$ cat config.mk
export PLATFORM = sky130hd
export DESIGN_NAME = regfile_scoreboard_flat
export DESIGN_NICKNAME = d
export VERILOG_FILES = /design/src/rtl/regfile_scoreboard_if.sv /design/src/rtl/regfile_scoreboard.sv /design/src/flat_wrapper.sv
export SDC_FILE = /design/constraint.sdc
export NUM_CORES = 1
export LEC_CHECK = 0
export CAP_MARGIN = 20
export CORE_UTILIZATION = 40
export DETAILED_ROUTE_END_ITERATION = 7
export GPL_ROUTABILITY_DRIVEN = 0
export PLACE_DENSITY = 0.61
export SLEW_MARGIN = 20
export SYNTH_ARGS = -nofsm -noshare
export SYNTH_HDL_FRONTEND = slang
export SYNTH_SLANG_ARGS = --single-unit
export TNS_END_PERCENT = 100
$ cat constraint.sdc
create_clock -name i_clk -period 4.3 [get_ports i_clk]
set_clock_uncertainty 0.1 [all_clocks]
set_input_delay 0.43 -clock i_clk [delete_from_list [all_inputs] [get_ports i_clk]]
set_output_delay 0.43 -clock i_clk [all_outputs]
set_load 0.01 [all_outputs]
$ cat src/rtl/regfile_scoreboard_if.sv
// Register-file bus between the control unit (master) and the register file (slave):
// two read ports, main and link write ports, and the issue/scoreboard handshake.
interface regfile_scoreboard_if #(
   parameter int unsigned DATA_W = 32,
   parameter int unsigned ADDR_W = 4
);
   logic              flush;
   logic [ADDR_W-1:0] ra_addr;
   logic [ADDR_W-1:0] rb_addr;
   logic              ra_baout;
   logic              rb_baout;
   logic [DATA_W-1:0] ra_data;
   logic [DATA_W-1:0] rb_data;
   logic              ra_busy;
   logic              rb_busy;
   logic              wr_en;
   logic [ADDR_W-1:0] wr_addr;
   logic [DATA_W-1:0] wr_data;
   logic              link_en;
   logic [DATA_W-1:0] link_data;
   logic              issue_valid;
   logic [ADDR_W-1:0] issue_addr;
   logic              issue_ready;
   logic [ADDR_W:0]   busy_count;

   modport master (
      output flush, ra_addr, rb_addr, ra_baout, rb_baout, wr_en, wr_addr, wr_data,
             link_en, link_data, issue_valid, issue_addr,
      input  ra_data, rb_data, ra_busy, rb_busy, issue_ready, busy_count
   );

   modport slave (
      input  flush, ra_addr, rb_addr, ra_baout, rb_baout, wr_en, wr_addr, wr_data,
             link_en, link_data, issue_valid, issue_addr,
      output ra_data, rb_data, ra_busy, rb_busy, issue_ready, busy_count
   );
endinterface

$ cat src/rtl/regfile_scoreboard.sv
// Mini-SRC register file: two write-first bypassed read ports, main + link write ports and a
// busy-bit scoreboard that holds off issue while a multi-cycle result is pending.
module regfile_scoreboard #(
   parameter int unsigned DATA_W    = 32,
   parameter int unsigned NUM_REGS  = 16,
   parameter int unsigned ADDR_W    = 4,
   parameter int unsigned ZERO_MODE = 1,
   parameter int unsigned LINK_REG  = 15
) (
   input logic                 i_clk,
   input logic                 i_rst_n,
   regfile_scoreboard_if.slave io_bus
);

   localparam int unsigned       CntW     = ADDR_W + 1;
   localparam logic [ADDR_W-1:0] LinkAddr = ADDR_W'(LINK_REG);

   logic [DATA_W-1:0]   r_regs [NUM_REGS];
   logic [NUM_REGS-1:0] r_busy;
   logic [CntW-1:0]     r_busy_cnt;

   logic [DATA_W-1:0]   w_regs_d [NUM_REGS];
   logic [NUM_REGS-1:0] w_busy_d;
   logic [CntW-1:0]     w_busy_cnt_d;
   logic                w_issue_ready;
   logic                w_issue_ok;
   logic [ADDR_W-1:0]   w_rd_addr  [2];
   logic                w_rd_baout [2];
   logic [DATA_W-1:0]   w_rd_data  [2];
   logic                w_rd_busy  [2];

   function automatic logic f_in_range(input logic [ADDR_W-1:0] a);
      return 32'(a) < NUM_REGS;
   endfunction

   // Registers that hold data and can be reserved; a hardwired R0 is neither.
   function automatic logic f_storable(input logic [ADDR_W-1:0] a);
      return f_in_range(a) && !(ZERO_MODE == 2 && a == '0);
   endfunction

   function automatic logic f_zero_override(input logic [ADDR_W-1:0] a, input logic baout);
      return (a == '0) && (ZERO_MODE == 2 || (ZERO_MODE == 1 && baout));
   endfunction

   function automatic logic f_wr_hit(input logic [ADDR_W-1:0] a, input logic wr_en,
                                     input logic [ADDR_W-1:0] wr_addr, input logic link_en);
      return (wr_en && wr_addr == a) || (link_en && a == LinkAddr);
   endfunction

   assign w_rd_addr[0]  = io_bus.ra_addr;
   assign w_rd_addr[1]  = io_bus.rb_addr;
   assign w_rd_baout[0] = io_bus.ra_baout;
   assign w_rd_baout[1] = io_bus.rb_baout;

   // Read ports: link bypass beats main-write bypass beats storage; R0 override applied last.
   always_comb begin
      for (int p = 0; p < 2; p++) begin
         w_rd_data[p] = '0;
         w_rd_busy[p] = 1'b0;
         if (f_in_range(w_rd_addr[p]) && !f_zero_override(w_rd_addr[p], w_rd_baout[p])) begin
            if (io_bus.link_en && w_rd_addr[p] == LinkAddr) begin
               w_rd_data[p] = io_bus.link_data;
            end else if (io_bus.wr_en && io_bus.wr_addr == w_rd_addr[p]) begin
               w_rd_data[p] = io_bus.wr_data;
            end else begin
               w_rd_data[p] = r_regs[w_rd_addr[p]];
            end
            w_rd_busy[p] = r_busy[w_rd_addr[p]] &&
                           !f_wr_hit(w_rd_addr[p], io_bus.wr_en, io_bus.wr_addr, io_bus.link_en);
         end
      end
   end

   // A writeback landing this cycle frees the destination for a new reservation.
   always_comb begin
      w_issue_ready = 1'b1;
      if (f_in_range(io_bus.issue_addr)) begin
         w_issue_ready = !r_busy[io_bus.issue_addr] ||
                         f_wr_hit(io_bus.issue_addr, io_bus.wr_en, io_bus.wr_addr, io_bus.link_en);
      end
   end

   assign w_issue_ok = io_bus.issue_valid && w_issue_ready && !io_bus.flush;

   always_comb begin
      w_busy_cnt_d = '0;
      for (int i = 0; i < NUM_REGS; i++) begin
         w_regs_d[i] = r_regs[i];
         w_busy_d[i] = r_busy[i];
         if (f_storable(ADDR_W'(i))) begin
            if (io_bus.link_en && ADDR_W'(i) == LinkAddr) begin
               w_regs_d[i] = io_bus.link_data;
            end else if (io_bus.wr_en && io_bus.wr_addr == ADDR_W'(i)) begin
               w_regs_d[i] = io_bus.wr_data;
            end
            // Flush beats reservation, reservation beats writeback clear.
            if (io_bus.flush) begin
               w_busy_d[i] = 1'b0;
            end else if (w_issue_ok && io_bus.issue_addr == ADDR_W'(i)) begin
               w_busy_d[i] = 1'b1;
            end else if (f_wr_hit(ADDR_W'(i), io_bus.wr_en, io_bus.wr_addr, io_bus.link_en)) begin
               w_busy_d[i] = 1'b0;
            end
         end
         w_busy_cnt_d = w_busy_cnt_d + CntW'(w_busy_d[i]);
      end
   end

   always_ff @(posedge i_clk or negedge i_rst_n) begin
      if (!i_rst_n) begin
         for (int i = 0; i < NUM_REGS; i++) begin
            r_regs[i] <= '0;
         end
         r_busy     <= '0;
         r_busy_cnt <= '0;
      end else begin
         for (int i = 0; i < NUM_REGS; i++) begin
            r_regs[i] <= w_regs_d[i];
         end
         r_busy     <= w_busy_d;
         r_busy_cnt <= w_busy_cnt_d;
      end
   end

   assign io_bus.ra_data     = w_rd_data[0];
   assign io_bus.rb_data     = w_rd_data[1];
   assign io_bus.ra_busy     = w_rd_busy[0];
   assign io_bus.rb_busy     = w_rd_busy[1];
   assign io_bus.issue_ready = w_issue_ready;
   assign io_bus.busy_count  = r_busy_cnt;

endmodule

$ cat src/flat_wrapper.sv
// flat-port wrapper written by rule: the top's interface ports become plain ports
module regfile_scoreboard_flat 
#(
   parameter int unsigned DATA_W    = 32,
   parameter int unsigned NUM_REGS  = 16,
   parameter int unsigned ADDR_W    = 4,
   parameter int unsigned ZERO_MODE = 1,
   parameter int unsigned LINK_REG  = 15
)
  (i_clk, i_rst_n, io_bus_flush, io_bus_ra_addr, io_bus_rb_addr, io_bus_ra_baout, io_bus_rb_baout, io_bus_wr_en, io_bus_wr_addr, io_bus_wr_data, io_bus_link_en, io_bus_link_data, io_bus_issue_valid, io_bus_issue_addr, io_bus_ra_data, io_bus_rb_data, io_bus_ra_busy, io_bus_rb_busy, io_bus_issue_ready, io_bus_busy_count);
  regfile_scoreboard_if #(.DATA_W(DATA_W), .ADDR_W(ADDR_W)) io_bus_i ();
  input logic i_clk;
  input logic i_rst_n;
  input wire logic [$bits(io_bus_i.flush)-1:0] io_bus_flush;
  input wire logic [$bits(io_bus_i.ra_addr)-1:0] io_bus_ra_addr;
  input wire logic [$bits(io_bus_i.rb_addr)-1:0] io_bus_rb_addr;
  input wire logic [$bits(io_bus_i.ra_baout)-1:0] io_bus_ra_baout;
  input wire logic [$bits(io_bus_i.rb_baout)-1:0] io_bus_rb_baout;
  input wire logic [$bits(io_bus_i.wr_en)-1:0] io_bus_wr_en;
  input wire logic [$bits(io_bus_i.wr_addr)-1:0] io_bus_wr_addr;
  input wire logic [$bits(io_bus_i.wr_data)-1:0] io_bus_wr_data;
  input wire logic [$bits(io_bus_i.link_en)-1:0] io_bus_link_en;
  input wire logic [$bits(io_bus_i.link_data)-1:0] io_bus_link_data;
  input wire logic [$bits(io_bus_i.issue_valid)-1:0] io_bus_issue_valid;
  input wire logic [$bits(io_bus_i.issue_addr)-1:0] io_bus_issue_addr;
  output wire logic [$bits(io_bus_i.ra_data)-1:0] io_bus_ra_data;
  output wire logic [$bits(io_bus_i.rb_data)-1:0] io_bus_rb_data;
  output wire logic [$bits(io_bus_i.ra_busy)-1:0] io_bus_ra_busy;
  output wire logic [$bits(io_bus_i.rb_busy)-1:0] io_bus_rb_busy;
  output wire logic [$bits(io_bus_i.issue_ready)-1:0] io_bus_issue_ready;
  output wire logic [$bits(io_bus_i.busy_count)-1:0] io_bus_busy_count;
  assign io_bus_i.flush = io_bus_flush;
  assign io_bus_i.ra_addr = io_bus_ra_addr;
  assign io_bus_i.rb_addr = io_bus_rb_addr;
  assign io_bus_i.ra_baout = io_bus_ra_baout;
  assign io_bus_i.rb_baout = io_bus_rb_baout;
  assign io_bus_i.wr_en = io_bus_wr_en;
  assign io_bus_i.wr_addr = io_bus_wr_addr;
  assign io_bus_i.wr_data = io_bus_wr_data;
  assign io_bus_i.link_en = io_bus_link_en;
  assign io_bus_i.link_data = io_bus_link_data;
  assign io_bus_i.issue_valid = io_bus_issue_valid;
  assign io_bus_i.issue_addr = io_bus_issue_addr;
  assign io_bus_ra_data = io_bus_i.ra_data;
  assign io_bus_rb_data = io_bus_i.rb_data;
  assign io_bus_ra_busy = io_bus_i.ra_busy;
  assign io_bus_rb_busy = io_bus_i.rb_busy;
  assign io_bus_issue_ready = io_bus_i.issue_ready;
  assign io_bus_busy_count = io_bus_i.busy_count;
  regfile_scoreboard #(.DATA_W(DATA_W), .NUM_REGS(NUM_REGS), .ADDR_W(ADDR_W), .ZERO_MODE(ZERO_MODE), .LINK_REG(LINK_REG)) u_core (.i_clk(i_clk), .i_rst_n(i_rst_n), .io_bus(io_bus_i));
endmodule
# Word-level counts from Yosys, hierarchy flattened
# Index checks and enable logic that the tools add are counted.
# totals
ff_bits	533
output_inout_bits	72
wordCells	203
# op_classes
add_sub_neg	15
order_cmp	5
n_eq_ne	35
muxes	70
bitwise_logic	2
n_reduce_logical	58
# ops
operator	n
$mux 32	12
$bmux 32 s4	2
$eq 4x4->1 const B	18
$add 5x1->5	14
$mux 1	53
$logic_and 1x1->1	44
$eq 4x3->1 const B	8
$eq 4x2->1 const B	4
$logic_not 4->1	4
$lt 4x5->1 const B	3
$bmux 1 s4	3
$eq 4x4->1	3
$ge 5x5->1 const B	2
$not 4->5	2
$eq 4x1->1 const B	2
$logic_or 1x1->1	5
$logic_not 1->1	4
$add 1x1->2	1
$reduce_bool 2->1	1

# Logic depth before layout (Yosys ltp)
# Gate-level depths: netlist of run 1.
# logic_depth
depth_word	24
mapped_depth	20
ltp_nobuf	18

# Least setup slack after synthesis of run 1
# No wires, ideal clock.
# synth_timing
kind	input -> register
from	input io_bus_issue_addr[2]
to	register u_core.r_busy_cnt[4] (netlist: u_core.io_bus.busy_count[4])
setup_time_ns	0.119
t_arrival_ns	4.799
required_time_ns	4.081
slack_ns	-0.718
stages	18
n_path_buf	1
path_cell_list	buf_2 > mux4_2 > mux2_2 > o211ai_2 > nand3b_1 > o21ai_1 > ha_1 > inv_1 > fa_1 > fa_1 > fa_1 > fa_1 > inv_1 > fa_1 > inv_1 > fa_1 > nor2b_1 > o21a_1
# synth_via
elab_chain_cells	24
word_cells_on_any_way	89
cone_classes	add/sub: 15; eq/ne: 16; mux: 34; reduce/logical: 24
# synth_lines
item	line_no	rtl
from (decl)	flat_wrapper.sv:25	input wire logic [$bits(io_bus_i.issue_addr)-1:0] io_bus_issue_addr;
$bmux 1 s4 / $eq 4x4->1 (equally long branches)	regfile_scoreboard.sv:78, regfile_scoreboard.sv:47	
$mux 1 (implied by the code) / $logic_and 1x1->1 (equally long branches)	regfile_scoreboard.sv:78, regfile_scoreboard.sv:47	
$logic_not 1->1 / $logic_or 1x1->1 (equally long branches)	regfile_scoreboard.sv:78, regfile_scoreboard.sv:47	
$logic_or 1x1->1	regfile_scoreboard.sv:78	w_issue_ready = !r_busy[io_bus.issue_addr] ||
$logic_and 1x1->1 (2 in series)	regfile_scoreboard.sv:83	assign w_issue_ok = io_bus.issue_valid && w_issue_ready && !io_bus.flush;
$logic_and 1x1->1 (*)	regfile_scoreboard.sv:99	end else if (w_issue_ok && io_bus.issue_addr == ADDR_W'(i)) begin
$mux 1 (*)	regfile_scoreboard.sv:99	
$mux 1 (*)	regfile_scoreboard.sv:97	if (io_bus.flush) begin
net u_core.w_busy_d[1]	regfile_scoreboard.sv:23	logic [NUM_REGS-1:0] w_busy_d;
$add 1x1->2 (*)	regfile_scoreboard.sv:105	w_busy_cnt_d = w_busy_cnt_d + CntW'(w_busy_d[i]);
$add 5x1->5 (*) (14 in series)	regfile_scoreboard.sv:105	
net u_core.w_busy_cnt_d[4]	regfile_scoreboard.sv:24	logic [CntW-1:0] w_busy_cnt_d;
to (signal assigned)	regfile_scoreboard.sv:121	r_busy_cnt <= w_busy_cnt_d;
to (decl)	regfile_scoreboard.sv:20	logic [CntW-1:0] r_busy_cnt;
# The timed path passes the listed nets; every way through them passes the cells marked *. The select of a mux whose other input is x is not followed.
# A chain may end at the register's enable or synchronous reset.

# Worst setup path in the final report of run 1
# layout_timing
from	register u_core.r_busy[6]
to	register u_core.r_busy_cnt[4] (netlist: u_core.io_bus.busy_count[4])
# layout_via
elab_chain_cells	24
word_cells_on_any_way	70
cone_classes	add/sub: 15; mux: 35; reduce/logical: 20
# layout_lines
item	line_no	rtl
from (decl)	regfile_scoreboard.sv:19	logic [NUM_REGS-1:0] r_busy;
from (signal assigned)	regfile_scoreboard.sv:120	r_busy <= w_busy_d;
$bmux 1 s4	regfile_scoreboard.sv:78	
$mux 1 (implied by the code)	regfile_scoreboard.sv:78	
$logic_not 1->1	regfile_scoreboard.sv:78	
$logic_or 1x1->1	regfile_scoreboard.sv:78	
$logic_and 1x1->1 (2 in series)	regfile_scoreboard.sv:83	
$logic_and 1x1->1	regfile_scoreboard.sv:99	
$mux 1	regfile_scoreboard.sv:99	
$mux 1	regfile_scoreboard.sv:97	
net u_core.w_busy_d[1]	regfile_scoreboard.sv:23	
$add 1x1->2	regfile_scoreboard.sv:105	
$add 5x1->5 (14 in series)	regfile_scoreboard.sv:105	
net u_core.w_busy_cnt_d[4]	regfile_scoreboard.sv:24	
# The timed path passes the listed nets, and every way through them passes these cells. The select of a mux whose other input is x is not followed.

==> reports/metrics.yaml, run 1 <==
layout_common_cells: "dfrtp_1 (533), mux2_2 (468), mux4_2 (271), clkdlybuf4s50_1 (152), buf_4 (124)"
grt_pass1_wl_mm: 142
timing.critical_path.from: "u_core.r_busy[6]"
ios: 160
fmax_mhz: 204
leakage_nw: 14.5
dp.cells: 3155
routed_wl_mm: 94.8
rsz0062_at_grt: "yes"
synth_top_flop_cell: "dfrtp_1"
firstDrtPassIters: 5
drc: 0
die_h_um: 276
crit_path_cell_trace: "mux4_2 -> mux2_4 -> o211ai_2 -> nand3b_1 -> o21ai_2 -> ha_1 -> inv_1 -> fa_1 -> fa_1 -> fa_1 -> fa_1 -> inv_1 -> fa_2 -> inv_2 -> fa_2 -> nor2b_1 -> o21a_1"
fin_crit_sh_pct: 114
path_class: "reg2reg"
r2r_start: "u_core.r_busy[6]"
stdcell_count: 3269
final-setup-viol-count: 5
cp_common_cell: "fa_1"
vias_per_cell: 6.28
maxSlewHeadroom_pct: 34.9
drt_iter0_drc: 1760
cts.clk_slew.worst_paths_ns: 0.06
htreeDepth: 2
portBuffers: 159
tritoncts: "yes"
swShare_pct: 27.7
num_rows: 99
drv_cap: 0
multi_input_comb_area_mm2: 0.0156
routedWlPerCell_um: 29.0
drive_above_1_share_pct: 44.3
nets: 2365
overflow: 0
cts_buffers: 59
seq_area_frac_synth_pct: 44.5
via_count: 20514
total_power_w: 0.0161
worstMarginPinSlew_ns: 0.977
yosysTopAreaCell: "dfrtp_1"
insertion_delay_ns: 0.63
worst_setup_path_end_kind: "register"
final_core_util_pct: 47.9
endpoint: "u_core.io_bus.busy_count[4]"
p_comb_share_pct: 24.4
ir_worst_vdd_uv: 256
ys_async_sr_fraction_pct: 100
antenna_found_initial: 4
die-area_mm2: 0.0760
place_hpwl_mm: 56.2
syn_to_final_growth_pct: 17.6
fill_cells: 6418
p_per_area_mw_per_mm2: 458
slowest_stage: "fa_1"
avgSynthCellArea_um2: 14.2
hold_start: "io_bus_link_data[31]"
max_stage_delay_ns: 0.53
setup_ws_ns: -0.593
failed_checks: "setup timing"
status: "finished with violations"
synth-edff-count: 0
pwr-share-clk_pct: 32.8
synthTopCellsByArea: "dfrtp_1 (45%), mux4_2 (20%), mux2_2 (18%), a22oi_1 (2.1%), buf_2 (1.5%)"
layout_commonest_cell: "dfrtp_1"
min_path_type: "in2reg"
synth_top_area_share_pct: 44.5
internal_power_w: 0.0117
crit_required_ns: 4.71
grt_usage_pct: 25.4
cts_buffer_depth: 3
min_period_ns: 4.89
hold_viol_final: 0
synth_cells: 2114
synth_warnings: 0
die_w_um: 276
initial_core_util_pct: 40.7
rrSetupSlack_ns: -0.59
core_area_mm2: 0.0736
worst_r2r_path_depth: 17
first_global_vias: 21847
slew_violations: 0
pwr-share-seq_pct: 42.9
netlist_area_mm2: 0.0300
ant_nets: 0
arrival_ns: 5.31
ys_types: 53
grt_start_max_net_pins: 110
synth_nets: 2217
root_buffer: "clkbuf_16"
path_max_fanout: 3
cp-start-kind: "register"
ys_ff_latch: 533
power.switching_w: 0.00447
r2r-end: "u_core.io_bus.busy_count[4]"
seqCellArea_mm2: 0.0133
cts.sinks: 533
-- sequential cells by signal, summed over array words and instances, names as in the netlist --
register and cells:
u_core.io_bus.busy_count 5, u_core.r_busy 16, u_core.r_regs 512
-- worst max-delay path: cells and delay by family (launching register included) --
family	cells	cell delay, ns
muxes	2	0.77
AOI/OAI and AO/OA	3	0.43
and+or+nand+nor	2	0.22
DFF	1	0.38
adders and majority gates	7	2.68
buffers and inverters	3	0.19
-- kinds of logic (layout without fill, tap and decap cells) --
| group | after synthesis | in the layout | synth area share, % |
|---|---|---|---|
| multiplexers | 785 | 785 | 39.6 |
| flip-flops | 533 | 533 | 44.5 |
| AND/OR/NAND/NOR | 270 | 270 | 4.34 |
| AO/OA/AOI/OAI | 257 | 257 | 6.45 |
| buffers and inverters | 240 | 434 | 3.85 |
| adder cells (fa/ha/maj) | 15 | 15 | 0.877 |
| XOR/XNOR | 14 | 14 | 0.409 |
| other | 0 | 2 | 0 |
-- repair_timing --
item	in CTS	in global routing
resized for setup	2	0
pin swaps	1	3
endpoints found under the hold margin	100	0
hold buffers	1	0
setup endpoints to repair	5	5
setup buffers	2	2
-- synthesized netlist by cell type (10+ instances only) --
cell / n
clkbuf_1: 96
o21ai_0: 35
mux2_1: 12
mux4_2: 271
nand2_1: 119
mux2i_1: 33
mux2_2: 469
o32ai_1: 10
inv_1: 21
a32oi_1: 32
fa_1: 10
nand3_1: 44
nor2_1: 37
and2_1: 36
dfrtp_1: 533
o22ai_1: 42
buf_2: 92
a221o_1: 32
buf_4: 16
a22oi_1: 84
-- power by group through the flow --
stage / Sequential, W / Combinational, W / Clock [W]
2_1_floorplan: 0.00669 / 0.00278 / 0
3_3_place_gp: 0.00685 / 0.00384 / 0
3_5_place_dp: 0.00696 / 0.00394 / 0
4_1_cts: 0.00688 / 0.00395 / 0.00538
5_1_grt: 0.00705 / 0.00421 / 0.00557
6_report: 0.00691 / 0.00393 / 0.00528
-- cell type report --
cell class                 count  share of cell area [%]
multi-input combinational   1341                    44.4
sequential                   533                    37.9
timing repair buffer         305                    8.39
clock buffer                  83                    4.85
inverter                      22                   0.234
antenna                        2                  0.0142
tap                          959                    3.41
clock inverter                24                   0.891
-- per-stage QoR --
| step | cell area [µm²] | hold WS (ns) | worst slack [ns] | TNS, ns |
|---|---|---|---|---|
| floorplan | 30000 | 0.0344 | -0.580 | -2.38 |
| global route | 35200 | 0.412 | -0.771 | -3.26 |
| global placement | 33200 | 0.379 | -1.18 | -5.31 |
| CTS | 35200 | 0.355 | -0.584 | -2.39 |
| finish | 35200 | 0.392 | -0.593 | -2.44 |
| detailed placement | 33200 | 0.394 | -1.22 | -5.57 |
-- worst min path at each step --
stage,to,cells after the start,slack (ns)
3_3_place_gp,u_core.r_regs[29],2,0.38
4_1_cts,u_core.r_regs[13],3,0.35
3_5_place_dp,u_core.r_regs[17],2,0.39
6_report,u_core.r_regs[31],3,0.39
2_1_floorplan,u_core.io_bus.busy_count[0],0,0.03
5_1_grt,u_core.r_regs[13],3,0.41
-- metal layers --
metal | track usage, % | wire length [µm] | vias to the layer above
li1 | - | - | 8519
met1 | 33.4 | 38500 | 11007
met2 | 41.8 | 46300 | 774
met3 | 4.25 | 5960 | 212
met4 | 10.7 | 3960 | 2
met5 | 0 | 14 | -
Note: power is estimated with default switching activity, not from simulation.
==> run 2: changes to the inputs <==
--- a/constraint.sdc
+++ b/constraint.sdc
@@ -4,2 +4,2 @@
 set_output_delay 0.43 -clock i_clk [all_outputs]
-set_load 0.01 [all_outputs]
+set_load 0.02 [all_outputs]
==> run 2 against run 1 <==
Net effect:
- the flow still finishes with violations (setup timing)
- worst hold slack got worse by 0.025 ns
- final area barely moved
- combinational power rose by 3%
- sequential power barely moved
- first-iteration DRC count barely moved
- global-route usage fell by 0.065 points
- flip-flop and latch count did not move
- register-to-register slack barely moved
- wire length fell by 0.22%
- critical path type unchanged
==> reports/metrics.yaml, run 2 (same netlist as run 1, synthesis figures left out) <==
status: "finished with violations"
failed_checks: "setup timing"
firstDrtPassIters: 5  # unchanged
maxSlewHeadroom_pct: 37.7  # +2.8 points
largest_reg_flops: 512  # unchanged
core_area_mm2: 0.0736  # unchanged
worst_setup_path_end_kind: "register"
first_global_vias: 21902  # +0.25%
min_period_ns: 4.89  # -0.00741 ns
fmax_mhz: 205  # +0.15%
pwr-share-clk_pct: 33.7  # +0.9 points
drc: 0  # unchanged
place_hpwl_mm: 55.4  # -1.4%
layout_commonest_cell: "dfrtp_1"
cts_buffer_depth: 3  # unchanged
grt_start_max_net_pins: 107  # -2.7%
fill_cells: 6388  # -0.47%
cp-start-kind: "register"
routedWlPerCell_um: 29.0  # about the same
arrival_ns: 5.36  # +0.05 ns
ant_nets: 0  # unchanged
die_h_um: 276  # unchanged
power.switching_w: 0.00461  # +3.2%
portBuffers: 159  # unchanged
p_comb_share_pct: 24.5  # about the same
p_per_area_mw_per_mm2: 469  # +2.4%
grt_usage_pct: 25.4  # -0.065 points
routed_wl_mm: 94.6  # -0.22%
rsz0062_at_grt: "yes"
setup_ws_ns: -0.585  # +0.00741 ns
swShare_pct: 27.9  # +0.21 points
grt_pass1_wl_mm: 143  # +0.23%
tritoncts: "yes"
crit_required_ns: 4.77  # +0.06 ns
path_class: "reg2reg"
nets: 2358  # -0.30%
syn_to_final_growth_pct: 17.7  # about the same
root_buffer: "clkbuf_16"
drv_cap: 0  # unchanged
htreeDepth: 2  # unchanged
via_count: 20622  # +0.53%
antenna_found_initial: 3  # -1
drt_iter0_drc: 1761  # +0.057%
initial_core_util_pct: 40.7  # unchanged
vias_per_cell: 6.32  # +0.71%
min_path_type: "in2async"
path_max_fanout: 3  # unchanged
worstMarginPinSlew_ns: 0.934  # -0.0426 ns
multi_input_comb_area_mm2: 0.0156  # unchanged
num_rows: 99  # unchanged
cts.sinks: 533  # unchanged
pwr-share-seq_pct: 41.9  # -1.0 points
slew_violations: 0  # unchanged
seqCellArea_mm2: 0.0133  # unchanged
cts_buffers: 58  # -1.7%
ir_worst_vdd_uv: 279  # +9.3%
fin_setup_tns_ns: -2.36  # +0.0753 ns
largest-register: "u_core.r_regs"
ios: 160  # unchanged
fin_crit_sh_pct: 114  # -0.17 points
die_w_um: 276  # unchanged
final-setup-viol-count: 5  # unchanged
die-area_mm2: 0.0760  # unchanged
internal_power_w: 0.0119  # +2.1%
leakage_nw: 14.5  # +0.27%
cts.clk_slew.worst_paths_ns: 0.06  # about the same
insertion_delay_ns: 0.63  # about the same
drive_above_1_share_pct: 44.5  # +0.18 points
hold_viol_final: 0  # unchanged
total_power_w: 0.0165  # +2.4%
layout_common_cells: "dfrtp_1 (533), mux2_2 (468), mux4_2 (271), clkdlybuf4s50_1 (152), buf_4 (121)"
overflow: 0  # unchanged
run 2: cell count changes in the layout (fill, tap and decap cells not counted), moves of 3 or more:
cell / delta
clkinv_2: +8
buf_12: -3
clkinvlp_4: -4
clkbuf_1: -6
buf_4: -3
bufinv_16: +5
run 2: layout make-up:
type                       count  area share [%]
clock buffer                  76            4.71
timing repair buffer         299            8.15
clock inverter                32            1.33
sequential                   533            37.8
tap                          959            3.40
multi-input combinational   1341            44.3
inverter                      22           0.234
antenna                        1         0.00710
run 2: final timing paths:
path                                           start                          end  slack [ns]  cells after the start
worst max-delay path                u_core.r_busy[7]  u_core.io_bus.busy_count[1]       -0.59                     16
max in group asynchronous                    i_rst_n           u_core.r_regs[307]        2.58                      3
min in group i_clk              io_bus_link_data[26]            u_core.r_regs[26]        0.40                      3
worst min register to register    u_core.r_regs[317]           u_core.r_regs[317]        0.40                      1
worst max register to register      u_core.r_busy[7]  u_core.io_bus.busy_count[1]       -0.59                     16
worst min-delay path                         i_rst_n            u_core.r_regs[99]        0.37                      2
run 2: power by group through the flow:
stage               combinational, W  clock (W)  sequential, W
finish                       0.00404    0.00556        0.00691
global route                 0.00432    0.00585        0.00706
CTS                          0.00407    0.00565        0.00688
detailed placement           0.00405          0        0.00697
global placement             0.00395          0        0.00685
floorplan                    0.00290          0        0.00669
run 2: routing by layer:
metal / vias up / wire length (µm) / global-route usage [%]
li1: 8513 / - / -
met1: 11062 / 38700 / 33.3
met2: 815 / 46100 / 41.8
met3: 228 / 5860 / 4.35
met4: 4 / 3880 / 10.0
met5: - / 29 / 0
run 2: what timing repair did:
| item | in CTS | in global routing |
|---|---|---|
| hold endpoints to repair | 97 | 0 |
| pin swaps | 1 | 1 |
| gates cloned | 0 | 0 |
| gates resized for setup | 2 | 1 |
| endpoints found under the setup margin | 5 | 5 |
| setup buffers | 1 | 1 |
| hold buffers | 1 | 0 |
run 2: worst max-delay path, stage by stage (launching register included):
cell,delay [ns]
dfrtp_1,0.38
mux4_2,0.47
mux2_4,0.28
o211ai_2,0.07
nand3b_1,0.19
o21ai_2,0.19
ha_1,0.25
inv_1,0.07
fa_1,0.42
fa_1,0.53
fa_1,0.45
fa_1,0.49
inv_1,0.05
fa_2,0.34
inv_2,0.07
fa_2,0.43
inv_2,0.05
run 2: stage by stage:
stage | instance area, µm² | utilization (%) | hold slack (ns) | instances | setup slack (ns)
final | 35300 | 47.9 | 0.367 | 3263 | -0.585
after global routing | 35300 | 47.9 | 0.391 | 3263 | -0.684
after CTS | 35200 | 47.9 | 0.363 | 3261 | -0.599
after detailed placement | 33100 | 45.0 | 0.391 | 3151 | -1.21
after global placement | 33100 | 45.0 | 0.376 | 3151 | -1.18
after floorplan | 30000 | - | 0.0344 | 2114 | -0.580
==> run 3: changes to the inputs <==
CAP_MARGIN = 15   (was 20)
==> results of run 3 <==
No change in the layout: final DEF, timing and power equal those of run 2.
==> RTL change: new RTL, settings of run 2 <==
`NUM_REGS` is set to 16 in 2 places; all go to 32.
--- a/src/rtl/regfile_scoreboard.sv
+++ b/src/rtl/regfile_scoreboard.sv
@@ -3,5 +3,5 @@
 module regfile_scoreboard #(
    parameter int unsigned DATA_W    = 32,
-   parameter int unsigned NUM_REGS  = 16,
+   parameter int unsigned NUM_REGS  = 32,
    parameter int unsigned ADDR_W    = 4,
    parameter int unsigned ZERO_MODE = 1,
--- a/src/flat_wrapper.sv
+++ b/src/flat_wrapper.sv
@@ -3,5 +3,5 @@
 #(
    parameter int unsigned DATA_W    = 32,
-   parameter int unsigned NUM_REGS  = 16,
+   parameter int unsigned NUM_REGS  = 32,
    parameter int unsigned ADDR_W    = 4,
    parameter int unsigned ZERO_MODE = 1,
Check against the original RTL: not equivalent (Yosys sat finds a counterexample within 4 cycles, from zero or initial values and one cycle with i_rst_n low).
==> RTL change against run 2 <==
- design area is 4.4% higher
- hold slack worse by 0.075 ns
- setup slack worse by 1.1 ns
- first-iteration DRC count is 24% higher
- critical path depth is 6 higher
- the flow still finishes with violations (negative setup slack)
- sequential cell count is 16 higher
- global-route usage is 0.57 points higher
- routed wire length is 6.6% higher
- power is 1.4% higher
- via count is 7.7% higher
- area after synthesis is 3.9% higher
==> RTL change: results (changes against run 2) <==
slowest_stage: "mux4_2"
final-setup-viol-count: 5  # unchanged
crit_arrival_ns: 6.45  # +1.09 ns
ys_seq_area_share_pct: 44.1  # -0.38 points
p_leak_uw: 0.0154  # +5.8%
grt_pass1_vias: 23600  # +7.6%
wl_per_cell_um: 27.9  # -3.8%
yosysTopAreaCellShare_pct: 44.1  # -0.38 points
cp-startpoint: "io_bus_issue_addr[0]"
grt_use_met2_pct: 41.4  # -0.36 points
nets: 2651  # +12%
setup-tns-final_ns: -7.31  # -4.95 ns
p_int_uw: 12000  # +0.83%
synth.distinct_cells: 52  # -1.9%
synth_nets: 2491  # +12%
dp_cells: 3493  # +11%
vias: 22200  # +7.7%
peakVddDrop_mv: 0.321  # +15%
synth.top_cells.by_area: "dfrtp_1 44%, mux4_2 19%, mux2_2 14%, nand2_1 2.5%, o21ai_0 2.4%"
met1_length_um: 41100  # +6.2%
fillers: 6654  # +4.2%
grt_pass1_wl_um: 152000  # +6.5%
use_met3_pct: 5.68  # +1.3 points
grt_max_degree: 103  # -3.7%
outcome: "finished, violations left"
min_path_type: "input port to flop"
numCtsBuffers: 61  # +5.2%
violations: "negative setup slack"
endpoint: "u_core.io_bus.busy_count[4]"
clk_latency_ns: 0.65  # +0.02 ns
syn_inst: 2371  # +12%
post-place-ws_ns: -2.44  # -1.23 ns
postPlaceCellArea_um2: 34500  # +4.2%
worstRegToRegCells: 21  # +5
fin_ws_ns: -1.71  # -1.12 ns
met3_length_um: 7850  # +34%
grt_use_met1_pct: 34.4  # +1.1 points
[RTL change: area by class of cell]
cell class                 instances  area, um^2  share of cell area, %
antenna                            4        10.0                 0.0272
clock buffer                      88        1840                   4.99
clock inverter                    28         377                   1.02
inverter                          54         203                  0.551
multi-input combinational       1523       16100                   43.8
sequential                       549       13700                   37.3
tap                             1030        1290                   3.50
timing repair buffer             342        3220                   8.75
[RTL change: repair_timing]
action / in CTS / in global routing
buffers inserted: 3 / 1
hold endpoints to repair: 92 / 0
pin swaps: 2 / 0
resized for setup: 10 / 7
hold buffers: 1 / 0
setup endpoints to repair: 5 / 6
[RTL change: logic make-up after synthesis]
group / synth area share (%)
AOI/OAI and AO/OA: 8.07
xor gates and xnor gates: 0.422
adders and majority gates: 1.87
buffers and inverters: 4.56
DFF: 44.1
muxes: 35.5
and+or+nand+nor: 5.46
[RTL change: metrics by stage]
step	total power [uW]	util (%)
after floorplan	9660	-
after global placement	10900	45.1
after detailed placement	11100	45.1
after CTS	16800	48.1
after global routing	17500	48.1
final	16700	48.1
